<file path="src/rtl/seg_scan_driver.sv">
// Time-multiplexed scan driver for a six-digit seven-segment display.
// The segment word is latched once per frame, and each digit slot opens with a blanking interval.
module seg_scan_driver #(
    parameter int DIV            = 50000,
    parameter int BLANK          = 500,
    parameter int SEG_ACTIVE_LOW = 1,
    parameter int AN_ACTIVE_LOW  = 1
) (
    input  logic        clk,
    input  logic        rst_n,
    input  logic        en,
    input  logic [41:0] display,
    output logic [6:0]  seg,
    output logic [5:0]  an,
    output logic [2:0]  digit_idx,
    output logic        frame_start
);

    localparam int            CW      = (DIV > 1) ? $clog2(DIV) : 1;
    localparam logic [CW-1:0] CNT_MAX = CW'(DIV - 1);
    localparam logic [CW-1:0] BLANK_C = CW'(BLANK);
    localparam logic          SEG_OFF = (SEG_ACTIVE_LOW != 0);
    localparam logic          AN_OFF  = (AN_ACTIVE_LOW != 0);

    logic [CW-1:0] cnt_q, cnt_d;
    logic [2:0]    idx_q, idx_d;
    logic [41:0]   shadow_q, shadow_d;
    logic          frame_start_q, frame_start_d;
    logic [5:0]    an_q, an_d;
    logic [6:0]    seg_q, seg_d;

    logic          wrap;
    logic          frame_end;
    logic          lit;
    logic [6:0]    field;
    logic [5:0]    onehot;

    always_comb begin
        wrap          = en && (cnt_q == CNT_MAX);
        frame_end     = wrap && (idx_q == 3'd5);
        cnt_d         = cnt_q;
        idx_d         = idx_q;
        shadow_d      = shadow_q;
        frame_start_d = frame_end;

        if (wrap) begin
            cnt_d = '0;
            idx_d = (idx_q == 3'd5) ? 3'd0 : idx_q + 3'd1;
        end else if (en) begin
            cnt_d = cnt_q + 1'b1;
        end

        // Capture only at the frame boundary so a frame never mixes old and new digits.
        if (frame_end) begin
            shadow_d = display;
        end

        field = '0;
        for (int k = 0; k < 6; k++) begin
            if (idx_q == 3'(k)) begin
                field = shadow_q[7*k +: 7];
            end
        end
        onehot = 6'b000001 << idx_q;

        lit  = en && (cnt_q >= BLANK_C);
        an_d  = lit ? (AN_OFF  ? ~onehot : onehot) : {6{AN_OFF}};
        seg_d = lit ? (SEG_OFF ? ~field  : field)  : {7{SEG_OFF}};
    end

    // NOTE: sequential state uses non-blocking assignments so every flop samples pre-edge values.
    always_ff @(posedge clk or negedge rst_n) begin
        if (!rst_n) begin
            cnt_q         <= '0;
            idx_q         <= '0;
            shadow_q      <= '0;
            frame_start_q <= 1'b0;
            an_q          <= {6{AN_OFF}};
            seg_q         <= {7{SEG_OFF}};
        end else begin
            cnt_q         <= cnt_d;
            idx_q         <= idx_d;
            shadow_q      <= shadow_d;
            frame_start_q <= frame_start_d;
            an_q          <= an_d;
            seg_q         <= seg_d;
        end
    end

    assign seg         = seg_q;
    assign an          = an_q;
    assign digit_idx   = idx_q;
    assign frame_start = frame_start_q;

endmodule

</file>
<file path="config.mk">
export PLATFORM = sky130hd
export DESIGN_NAME = seg_scan_driver
export DESIGN_NICKNAME = d
export VERILOG_FILES = /design/src/rtl/seg_scan_driver.sv
export SDC_FILE = /design/constraint.sdc
export NUM_CORES = 1
export LEC_CHECK = 0
export ABC_CLOCK_PERIOD_IN_PS = 2100
export BUFFER_PORTS_ARGS = -buffer_cell sky130_fd_sc_hd__buf_2
export CORE_MARGIN = 2
export CORE_UTILIZATION = 50
export DETAILED_ROUTE_END_ITERATION = 10
export PLACE_DENSITY_LB_ADDON = 0.3
export RECOVER_POWER = 100
export SYNTH_ARGS = -nofsm -noshare
export SYNTH_HDL_FRONTEND = slang
export SYNTH_SLANG_ARGS = --single-unit
</file>
<file path="constraint.sdc">
create_clock -name clk -period 2.1 [get_ports clk]
set_input_delay 0.21 -clock clk [delete_from_list [all_inputs] [get_ports clk]]
set_output_delay 0.21 -clock clk [all_outputs]
set_load 0.03 [all_outputs]
</file>
; ---- Word level (Yosys, flattened, before mapping)
; Cells that the tools add are included.
[totals]
wordCells = 34
register_bits = 75
out_inout_bits = 17
[classes]
n_eq_ne = 6
muxes = 11
add_sub_neg = 2
n_shift = 1
reduce_logical = 5
bitwise = 2
n_lt_le_gt_ge = 1
[op_table]
columns = op, n
row1 = 7-bit two-way mux, 7
row2 = 16-bit two-way mux, 2
row3 = "16-bit by 1-bit adder with 16-bit output, second input constant", 1
row4 = "16-bit == test, second input constant", 1
row5 = "16-bit by 9-bit >= comparator with 1-bit output, second input constant", 1
row6 = 7-bit NOT, 1
row7 = "3-bit by 2-bit == test with 1-bit output, second input constant", 2
row8 = "3-bit == test, second input constant", 2
row9 = 6-bit two-way mux, 1
row10 = 6-bit NOT, 1
row11 = "1-bit by 3-bit << shifter with 6-bit output, first input constant", 1
row12 = "3-bit by 1-bit adder with 3-bit output, second input constant", 1
row13 = "3-bit by 1-bit == test with 1-bit output, second input constant", 1
row14 = 1-bit logical AND, 3
row15 = 3-bit logical NOT, 1
row16 = 3-bit two-way mux, 1
row17 = 2-bit nonzero test, 1

; ---- Longest topological paths before layout
[depth]
depth_word = 9
depth_mapped = 7

; ---- Worst setup path after synthesis
; OpenSTA, ideal clock, no wires.
[synth_timing]
kind = reg2reg
start = register cnt_q[10]
end = register shadow_q[10]
n_path_buf = 1
path_stages_with_launch = 6
path_slack_ns = 0.086
required_ns = 1.975
setup_ns = 0.125
arrival_time_ns = 1.889
path_cell_list = dfrtp_1 > nor4_4 > nand4_4 > nor4_4 > buf_6 > mux2_4
[synth_via]
elab_chain_len = 3
[synth_rtl]
columns = item, line_no
row1 = from (decl), 25  ; logic [CW-1:0] cnt_q, cnt_d;
row2 = from (signal assigned), 81  ; cnt_q <= cnt_d;
row3 = 16-bit == test, 39  ; wrap = en && (cnt_q == CNT_MAX);
row4 = 1-bit logical AND, 39
row5 = 1-bit logical AND, 40  ; frame_end = wrap && (idx_q == 3'd5);
row6 = to (signal assigned), 83  ; shadow_q <= shadow_d;
row7 = to (decl), 27  ; logic [41:0] shadow_q, shadow_d;
; Every way passes these cells.
; A chain may end at the register's enable or synchronous reset.

; ---- Final worst setup path
[layout_timing]
start = register cnt_q[12]
end = register shadow_q[32]
; The elaborated chain is that of the path after synthesis.

==> key figures <==
Critical path
  – Reg2reg path depth: 6
  – Startpoint type of the worst setup path: flop
  – Crit. End Element: flop
  – CP max FO: 21
  – Crit path buf inv count: 2
  – Crit path max-delay family: simple AND/OR/NAND/NOR gates
  – Top cell by count, worst path: nor4_4
  – Critical R2R Launch: cnt_q[12]
  – CP max stage cell: dfrtp_2
  – Cells along the critical path: nor4_4 > nand4_4 > nor4_4 > buf_6 > buf_12 > mux2_4
  – Critical path arrival: 2.25 ns
  – Setup CP Type: reg2reg
  – Worst path max stage delay: 0.44 ns
  – FF-to-FF End: shadow_q[32]
  – R2R setup slack: between 0.06 and 0.07 ns
  – Worst EP required: 2.32 ns

Routing
  – Iter 0 DRT Violations: 95
  – Via Count: 2,244
  – Post-route DRC violation count: 0
  – Detailed Routing Iterations Pass 1: 5
  – Avg WL per Cell: 15.9 um
  – Vias per inst: approximately 5
  – Post-DRT Antenna Nets: 0
  – WL final: 7010 um

Hold path
  – Endpoint, Worst Hold: shadow_q[8]
  – Hold Crit Class: in2reg
  – Min-Delay Startpoint: display[8]
  – Worst hold stages: 2

Pwr
  – Power Dens Cells: 699 nW/um2
  – Comb pwr share: 0.072
  – Pint: 2.27 mW
  – NetSw: 0.685 mW
  – Total power: 2.95 mW
  – Cell leakage power: 1.90 nW
  – Share of power burned in registers: 0.521
  – Switch share: 0.232
  – Worst vdd ir: 0.520 mV
  – Clk pwr share: 0.407

Global routing
  – First-pass GRT wire length: 11,200 um
  – Initial antenna violation count: 0
  – Largest net degree at the start of global routing: 44
  – Number of global-route vias before repair: 2,252
  – Gr usage total: 0.191
  – GR Overflow Total: 0

Run
  – Maxcap violations: 0

Placed design
  – GPL Wtd Cong: 0.891
  – Placed insts: 421
  – DP Area: 3990 um2
  – Port bufs: 61
  – Detailed Place HPWL: 4760 um
  – Worst slack at placement: 0.0549 ns

Logic synthesis
  – Proportion of synthesized area in mux cells: 0.224
  – Register area share after synthesis: 0.537
  – Largest family of logic cells by synthesized area: multiplexers
  – Synth Area per Inst: 13.4 um2
  – Synth warnings: 0
  – Post-synth EDFFs: 0
  – Synth Area in XOR/XNOR: 0.0323
  – Yosys cell types: 36
  – Compound-Gate Fraction of Synth Area: 0.0405
  – Cell area after synthesis: around 3500 um2
  – Post-Syn Instances: 263
  – Post-synth top flop: dfrtp_1
  – Async S/R FF share, synth: 1.00
  – Post-Syn Nets: 311
  – Post-Synth Simple-Gate Area: 0.125
  – Yosys reg bits: 75
  – Adder-Cell Fraction of Synth Area: 0.0107

Cells and area
  – Fill count: 540
  – Commonest non-fill, non-tap cell in the layout: dfrtp_1
  – Finished Cell Area: 4220 um2
  – Commonest cells after routing, fill and taps aside: 60 x dfrtp_1, 43 x buf_2, 39 x mux2_4, 22 x clkbuf_1, 18 x nand3_1
  – Post-Layout Cell Count: 441
  – Nets: between 300 and 400
  – Layout cells sized above 1: 0.414
  – Fin util: 0.622
  – Area growth syn-to-layout: 19.9%
  – Diodes inserted: 0

Clock tree
  – H-tree levels: 3
  – CTS tree: built
  – Worst-Skew Late Latency: 0.34 ns
  – Clock transition at path regs: 0.08 ns
  – Clock root cell: clkbuf_8
  – Clock sink count: 75
  – CTS Buffer Depth: 2
  – Clock buffer count from CTS: 9

Timing
  – Setup Viol. Count Final: 0
  – Max-Slew Margin vs Limit: 0.402
  – Min Tclk post-route: 2.03 ns
  – Final worst setup slack: 0.0692 ns
  – Max Fclk: 492 MHz
  – Max Slew Vio Count: 0
  – Least-Margin Pin Slew: 0.897 ns
  – Setup Skew: 0.0102 ns
  – Period Utilization, post-route: 0.967
  – Fin. Hold Viols: 0

Floorplanning
  – Rows: 30
  – Die H: 87.9 um
  – Top Ports: 62
  – Core area: approximately 6800 um2
  – Die area: 7730 um2
  – Die Wd: about 88 um
  – Initial core utilization: 0.518

Run status
  – Outcome: completed
-- repair_timing --
action,in CTS,in global routing
resized for setup,0,10
setup buffers,0,1
endpoints found under the setup margin,0,34
endpoints found under the hold margin,33,0
hold buffers,1,0
-- worst reg2reg max path, cell delays in order (launching register included) --
cell and delay [ns]:
dfrtp_2 0.44, nor4_4 0.39, nand4_4 0.14, nor4_4 0.25
buf_6 0.17, buf_12 0.21, mux2_4 0.32
-- metrics by stage --
step	setup TNS, ns	hold WS (ns)
after CTS	0	0.0730
after detailed placement	0	0.208
after floorplan	0	-0.0856
after global placement	0	0.204
final	0	0.0883
after global routing	-0.0507	0.0701
-- cells by family (layout without fill, tap and decap cells) --
family | Yosys count | in the layout
AO/OA/AOI/OAI | 23 | 23
XOR/XNOR | 13 | 13
adder cells (fa/ha/maj) | 3 | 3
buffers and inverters | 18 | 100
flip-flops | 75 | 75
multiplexers | 58 | 58
AND/OR/NAND/NOR | 73 | 73
-- worst max-delay path by stage --
stage | start | depth (start not counted) | to
4_1_cts | cnt_q[10] | 5 | shadow_q[4]
5_1_grt | cnt_q[12] | 6 | shadow_q[32]
2_1_floorplan | cnt_q[10] | 5 | shadow_q[10]
3_5_place_dp | cnt_q[10] | 5 | shadow_q[3]
6_report | cnt_q[12] | 6 | shadow_q[32]
3_3_place_gp | cnt_q[10] | 5 | shadow_q[5]
-- power by group through the flow --
stage / clock (mW) / sequential (mW) / combinational [mW]
after CTS: 1.24 / 1.54 / 0.226
after global routing: 1.29 / 1.54 / 0.241
after detailed placement: 0 / 1.56 / 0.223
final: 1.20 / 1.54 / 0.212
after floorplan: 0 / 1.57 / 0.0826
after global placement: 0 / 1.56 / 0.217
-- synthesized netlist by cell type, types with 2 or more instances --
cell type | instances | share of area
nand2_1 | 17 | 0.018
a21oi_1 | 9 | 0.013
nor3_1 | 3 | 0.0043
dfstp_2 | 13 | 0.097
buf_6 | 5 | 0.016
ha_1 | 3 | 0.011
nand3_1 | 18 | 0.026
nand4_1 | 3 | 0.0053
nor4_4 | 2 | 0.012
a22oi_1 | 6 | 0.013
nor2_1 | 10 | 0.011
inv_1 | 5 | 0.0053
mux2_2 | 10 | 0.032
xnor2_1 | 8 | 0.020
and4_1 | 4 | 0.0099
o21ai_0 | 4 | 0.0057
buf_2 | 2 | 0.0028
nor3b_1 | 8 | 0.017
mux2i_1 | 9 | 0.026
mux2_4 | 39 | 0.17
clkbuf_1 | 5 | 0.0053
xor2_1 | 5 | 0.012
dfrtp_1 | 62 | 0.44
-- sequential cells by signal, indices dropped and copies added, names as in the netlist --
name         flops
an               6
shadow_q        42
cnt_q           16
frame_start      1
seg              7
digit_idx        3
-- final cells by class --
type	instances	area [um2]	area share
Sequential cell	75	1900	0.449
Multi-Input combinational cell	170	1520	0.361
Timing Repair Buffer	79	448	0.106
Clock buffer	10	128	0.0302
Tap cell	96	120	0.0284
Clock inverter	6	90.1	0.0213
Inverter	5	18.8	0.00444
-- per-layer routing --
layer  share of wire  track usage  wire (um)  up-vias
li1                -            -          -     1091
met1            0.49        0.276       3410     1088
met2            0.44        0.272       3100       52
met3           0.049       0.0500        343       13
met4           0.022       0.0811        157        0
met5               0            0          0        -
(Power assumes the default switching activity.)
